$ cat src/rtl/maj_cone_pkg.sv
// Shared types and helpers for the majority-cone pipeline: stage operator
// encoding, pipeline latency function and the output beat counter width.
package maj_cone_pkg;

  typedef enum logic {
    MODE_MAJ  = 1'b0,
    MODE_OA21 = 1'b1
  } stage_mode_e;

  localparam int COUNT_W = 16;

  // Number of register slots, one per group of reg_every stages (last group may be short).
  function automatic int pipe_latency(input int depth, input int reg_every);
    return (depth + reg_every - 1) / reg_every;
  endfunction

endpackage

$ cat src/rtl/maj_cone_stage.sv
// One combinational cone stage: bitwise majority or OR-AND of the running
// accumulator with the stage operands.
module maj_cone_stage
  import maj_cone_pkg::*;
#(
  parameter int WIDTH = 8
) (
  input  logic [WIDTH-1:0] acc,
  input  logic [WIDTH-1:0] a,
  input  logic [WIDTH-1:0] b,
  input  logic             mode,
  output logic [WIDTH-1:0] acc_next
);

  always_comb begin
    acc_next = (acc & a) | (acc & b) | (a & b);
    if (stage_mode_e'(mode) == MODE_OA21) begin
      acc_next = (acc | a) & b;
    end
  end

endmodule

$ cat src/rtl/maj_cone_pipe.sv
// DEPTH-stage majority/OR-AND cone with a register slot every REG_EVERY stages
// and valid/ready flow control. Optional parity: MAJ_CONE_PIPE_PARITY_EN.
module maj_cone_pipe
  import maj_cone_pkg::*;
#(
  parameter int WIDTH     = 8,
  parameter int DEPTH     = 12,
  parameter int REG_EVERY = 4
) (
  input  logic                   clk,
  input  logic                   rst,
  input  logic                   in_valid,
  output logic                   in_ready,
  input  logic [WIDTH-1:0]       in_seed,
  input  logic [DEPTH*WIDTH-1:0] in_a,
  input  logic [DEPTH*WIDTH-1:0] in_b,
  input  logic [WIDTH-1:0]       in_tap,
  input  logic [DEPTH-1:0]       stage_mode,
  output logic                   out_valid,
  input  logic                   out_ready,
  output logic [WIDTH-1:0]       out_data,
  output logic [15:0]            beat_count
`ifdef MAJ_CONE_PIPE_PARITY_EN
  ,
  input  logic                   in_parity,
  output logic                   out_parity,
  output logic                   parity_err
`endif
);

  localparam int L  = pipe_latency(DEPTH, REG_EVERY);
  localparam int DW = DEPTH * WIDTH;

  logic [L-1:0]       valid_vec;
  logic [L-1:0]       load;
  logic [COUNT_W-1:0] count_reg;

  // A slot may load whenever some slot at or after it is empty, or the tail drains.
  genvar gi;
  generate
    for (gi = 0; gi < L; gi++) begin : g_load
      assign load[gi] = out_ready | ~(&valid_vec[L-1:gi]);
    end
  endgenerate

  generate
    for (gi = 0; gi < L; gi++) begin : g_slot
      localparam int LAST = ((gi + 1) * REG_EVERY < DEPTH) ? (gi + 1) * REG_EVERY - 1 : DEPTH - 1;

      logic             valid_in;
      logic             valid_reg;
      logic [WIDTH-1:0] acc_in;
      logic [WIDTH-1:0] acc_reg;
      logic [WIDTH-1:0] tap_in;
      logic [WIDTH-1:0] tap_reg;

      if (gi == 0) begin : g_src
        assign valid_in = in_valid;
        assign acc_in   = in_seed;
        assign tap_in   = in_tap;
      end else begin : g_src
        assign valid_in = g_slot[gi-1].valid_reg;
        assign acc_in   = g_slot[gi-1].acc_reg;
        assign tap_in   = g_slot[gi-1].tap_reg;
      end

      assign valid_vec[gi] = valid_reg;

      always_ff @(posedge clk) begin
        if (rst) begin
          valid_reg <= 1'b0;
        end else if (load[gi]) begin
          valid_reg <= valid_in;
        end
      end

      always_ff @(posedge clk) begin
        if (load[gi]) begin
          acc_reg <= g_stage[LAST].acc_out;
          tap_reg <= tap_in;
        end
      end

      // Only operands of stages still ahead of this slot travel with the beat.
      if (gi < L - 1) begin : g_carry
        localparam int CN  = DEPTH - (gi + 1) * REG_EVERY;
        localparam int PCN = CN + REG_EVERY;

        logic [CN*WIDTH-1:0] a_reg;
        logic [CN*WIDTH-1:0] b_reg;
        logic [CN-1:0]       mode_reg;

        if (gi == 0) begin : g_fill
          always_ff @(posedge clk) begin
            if (load[gi]) begin
              a_reg    <= in_a[DW-1 -: CN*WIDTH];
              b_reg    <= in_b[DW-1 -: CN*WIDTH];
              mode_reg <= stage_mode[DEPTH-1 -: CN];
            end
          end
        end else begin : g_fill
          always_ff @(posedge clk) begin
            if (load[gi]) begin
              a_reg    <= g_slot[gi-1].g_carry.a_reg[PCN*WIDTH-1 -: CN*WIDTH];
              b_reg    <= g_slot[gi-1].g_carry.b_reg[PCN*WIDTH-1 -: CN*WIDTH];
              mode_reg <= g_slot[gi-1].g_carry.mode_reg[PCN-1 -: CN];
            end
          end
        end
      end
    end
  endgenerate

  generate
    for (gi = 0; gi < DEPTH; gi++) begin : g_stage
      localparam int SEG = gi / REG_EVERY;
      localparam int OFS = gi - SEG * REG_EVERY;

      logic [WIDTH-1:0] acc_in;
      logic [WIDTH-1:0] acc_out;
      logic [WIDTH-1:0] op_a;
      logic [WIDTH-1:0] op_b;
      logic             op_mode;

      if (OFS == 0) begin : g_acc
        assign acc_in = g_slot[SEG].acc_in;
      end else begin : g_acc
        assign acc_in = g_stage[gi-1].acc_out;
      end

      if (SEG == 0) begin : g_ops
        assign op_a    = in_a[gi*WIDTH +: WIDTH];
        assign op_b    = in_b[gi*WIDTH +: WIDTH];
        assign op_mode = stage_mode[gi];
      end else begin : g_ops
        assign op_a    = g_slot[SEG-1].g_carry.a_reg[OFS*WIDTH +: WIDTH];
        assign op_b    = g_slot[SEG-1].g_carry.b_reg[OFS*WIDTH +: WIDTH];
        assign op_mode = g_slot[SEG-1].g_carry.mode_reg[OFS];
      end

      maj_cone_stage #(
        .WIDTH(WIDTH)
      ) u_stage (
        .acc     (acc_in),
        .a       (op_a),
        .b       (op_b),
        .mode    (op_mode),
        .acc_next(acc_out)
      );
    end
  endgenerate

  assign in_ready  = ~rst & load[0];
  assign out_valid = ~rst & valid_vec[L-1];
  assign out_data  = out_valid ? ~(g_slot[L-1].acc_reg ^ g_slot[L-1].tap_reg) : '0;

  always_ff @(posedge clk) begin
    if (rst) begin
      count_reg <= '0;
    end else if (out_valid & out_ready) begin
      count_reg <= count_reg + 1'b1;
    end
  end

  assign beat_count = count_reg;

`ifdef MAJ_CONE_PIPE_PARITY_EN
  logic parity_err_reg;

  always_ff @(posedge clk) begin
    if (rst) begin
      parity_err_reg <= 1'b0;
    end else if (in_valid & in_ready & (in_parity != ^in_seed)) begin
      parity_err_reg <= 1'b1;
    end
  end

  assign out_parity = ^out_data;
  assign parity_err = parity_err_reg;
`endif

endmodule

$ cat config.mk
export PLATFORM = sky130hd
export DESIGN_NAME = maj_cone_pipe
export DESIGN_NICKNAME = d
export VERILOG_FILES = /design/src/rtl/maj_cone_pkg.sv /design/src/rtl/maj_cone_stage.sv /design/src/rtl/maj_cone_pipe.sv
export SDC_FILE = /design/constraint.sdc
export NUM_CORES = 1
export LEC_CHECK = 0
export BUFFER_PORTS_ARGS = -buffer_cell sky130_fd_sc_hd__buf_2
export CAP_MARGIN = 10
export CORE_AREA = 2 2 137 139
export DETAILED_ROUTE_END_ITERATION = 7
export DIE_AREA = 0 0 139 141
export GPL_ROUTABILITY_DRIVEN = 0
export HOLD_SLACK_MARGIN = 0.02
export PLACE_DENSITY = 0.91
export SETUP_SLACK_MARGIN = 0.1
export SYNTH_ARGS = -nofsm -noshare
export SYNTH_HDL_FRONTEND = slang
export SYNTH_HIERARCHICAL = 1
export SYNTH_SLANG_ARGS = --single-unit
$ cat constraint.sdc
create_clock -name clk -period 18.7 [get_ports clk]
set_clock_uncertainty 0.15 [all_clocks]
set_input_delay 5.61 -clock clk [delete_from_list [all_inputs] [get_ports clk]]
set_output_delay 5.61 -clock clk [all_outputs]
set_load 0.03 [all_outputs]
==> reports/summary.md <==
• **result of the run** finished clean
• **Placeable Area** 18,300 um^2
• **Leak Pwr** 5.19 nW
• **number of maximum-capacitance violations** 0
• **TritonCTS clock tree** done
• **Worst Path Max Fanout** 6
• **buffer count from post-CTS setup fixing** 0
• **number of buffers added to fix hold violations after cts** 0
• **number of top-level pins** 250
• **pin count of the biggest net entering global routing** 85
• **Worst Setup Start Kind** input pin
• **portion of total power attributed to the clock network** 0.398
• **Worst-path clk slew** 0.06 ns
• **PnR worst setup slack** 6.29 ns
• **horizontal die dimension** 139 um
• **reg2reg path depth** 4
• **number of vias per cell** 5.35
• **Die Footprint** 19,600 um^2
• **post-detailed-routing wire length** 21,500 um
• **num rows** 50
• **Layout area overhead** 23.9%
• **top area cells in the synthesized netlist** edfxtp_1, nand3b_1, o21ai_0, nand2_1, dfxtp_1
• **nets** 1,159
• **number of warnings issued by yosys** 6
• **wire per inst** 18.1 um
• **share of Yosys cell area claimed by the top area cell type** 0.748
• **number of setup violations in the final report** 0
• **Place WS** 6.30 ns
• **average cell area after synthesis** 15.4 um^2
• **portion of the post-synthesis area used by sequential elements** 0.786
• **number of antenna violations at the first check in global routing** 6
• **sequential fraction of design power** 0.553
• **power per standard cell area** 102 nW/um^2
• **multi-input logic area** 2150 um^2
• **number of routed nets with antenna violations** 0
• **HPWL Detailed** 15,200 um
• **RSZ-0062 raised after global routing** false
• **summed negative setup slack over all endpoints** 0 ns
• **share of layout cells above drive strength 1** 0.313
• **post-layout utilization of the core** 0.686
• **post-synthesis instance area** 10,100 um^2
• **path type of the worst min-delay path** register to register
• **Post-Layout Cell Count** 1,191
• **required time worst endpoint** 12.94 ns
• **count of state elements after synthesis** 271
• **number of sinks driven by the clock tree** 271
• **worst-case headroom to the max-slew limit** 0.270
• **number of resized instances in the post-cts repair step** 0
• **number of synthesized flops with an enable pin** 252
• **post-synthesis cell type with the largest combined area** edfxtp_1
• **clk_lat worst skew** 0.51 ns
• **number of buffers created by CTS** 26
• **# placed instances** 1,140
• **endpoint class of the critical path** primary output
• **overall global routing resource usage** 0.213
• **total area of sequential cells** 7950 um^2
• **buffer type at the clock tree root** clkbuf_16
• **total power after layout** 1.28 mW
• **Cell Int Power** 1.03 mW
• **distinct cell type count after synthesis** 30
• **gate count after technology mapping** 658
• **arrival time worst endpoint** 6.65 ns
• **number of nets in the synthesized netlist** 883
• **Synth async-reset ratio** 0
• **maximum level of the CTS H-tree** 1
• **die extent in y** 141 um
• **most common cell after layout, fill and taps aside** edfxtp_1
• **class of the most critical setup path** input pin to primary output
• **Min Clock Period, post-route** 12.41 ns
• **Starting Density** 0.554
• **transition at the pin with the smallest max-transition slack** 1.10 ns
• **number of global-route vias before repair** 6,399
• **Synth Flop Type** edfxtp_1
• **buffer depth of the longest clock path** 3
• **fraction of power spent switching nets** 0.198
• **routed vias** 6,370
• **initial DRC count** 441
• **global route total overflow** 0
• **count of cells along the worst hold path** 0
• **final-report hold violation count** 0
• **PortBufs** 249
• **detailed-routing iteration count for the pre-antenna-repair pass** 5
• **DRC violations left** 0
• **portion of the clock cycle consumed by the worst path in the final layout** 0.663
• **first-pass GRT wire length** 32,500 um
• **top library cells by usage in the layout, fill and taps aside** edfxtp_1, buf_2, o21ai_0, nand2_1, nand3b_1
• **combinational fraction of design power** 0.048
• **peak ir drop on the vdd network** 87.9 uV
• **filler instances** 1,180
• **FMAX** 80.6 MHz
• **number of slew-limit violations in the final report** 0
• **net switching power figure** 254 uW
cell type report:
cell class,instances,area share
Multi-Input combinational cell,378,0.172
Clock buffer,30,0.0548
Tap cell,234,0.0234
Clock inverter,13,0.0117
Sequential cell,271,0.634
Timing Repair Buffer,251,0.101
Inverter,6,0.00180
Antenna cell,8,0.00160
power groups by stage:
stage / registers, mW / logic (mW) / clock network [mW]
after global placement: 0.720 / 0.0576 / 0
after global routing: 0.714 / 0.0697 / 0.545
after floorplan: 0.717 / 0.0275 / 0
after CTS: 0.711 / 0.0621 / 0.522
after detailed placement: 0.723 / 0.0613 / 0
final: 0.710 / 0.0621 / 0.511
cell usage after synthesis (2+ instances only):
library cell / instances
inv_1: 6
nor3_1: 4
clkbuf_1: 3
xnor2_1: 8
edfxtp_1: 252
nand3b_1: 84
or3_1: 2
nor2_1: 23
nand2_1: 103
dfxtp_1: 19
nor4_4: 2
and2_1: 2
nand4_1: 2
nor4_1: 2
a21oi_1: 8
o21ai_0: 110
nand2b_1: 2
nand3_1: 5
xor2_1: 10
layer usage:
metal	part of all wire	up-vias	track usage	routed length, um
met5	0	-	0	0
met4	0.033	0	0.0787	708
met3	0.064	43	0.0340	1380
met2	0.54	269	0.411	11700
met1	0.36	3008	0.235	7750
li1	-	3050	-	-
through the flow:
step	instance area [um^2]	hold WS (ns)
2_1_floorplan	10100	0.250
3_3_place_gp	11700	0.250
3_5_place_dp	11700	0.255
4_1_cts	12500	0.264
5_1_grt	12500	0.270
6_report	12500	0.261
cell families after synthesis:
kind of cell	share of synthesized area
compound gates	0.0616
xor+xnor	0.0156
fa+ha+maj	0.00124
buf+inv	0.00334
flops	0.786
simple gates	0.132
worst max-delay path, cell delays in order:
cell	delay, ns
buf_2	0.15
nor2b_1	0.52
a31oi_1	0.17
buf_2	0.20
final timing paths:
path / from / end / slack, ns
worst max register to register: g_slot[2].valid_reg / g_slot[0].g_carry.b_reg[31] / 15.68
worst max-delay path: out_ready / in_ready / 6.29
worst min-delay path: g_slot[0].g_carry.b_reg[62] / g_slot[1].g_carry.b_reg[30] / 0.26
worst min register to register: g_slot[0].g_carry.b_reg[62] / g_slot[1].g_carry.b_reg[30] / 0.26
Note: power is estimated with default switching activity, not from simulation.
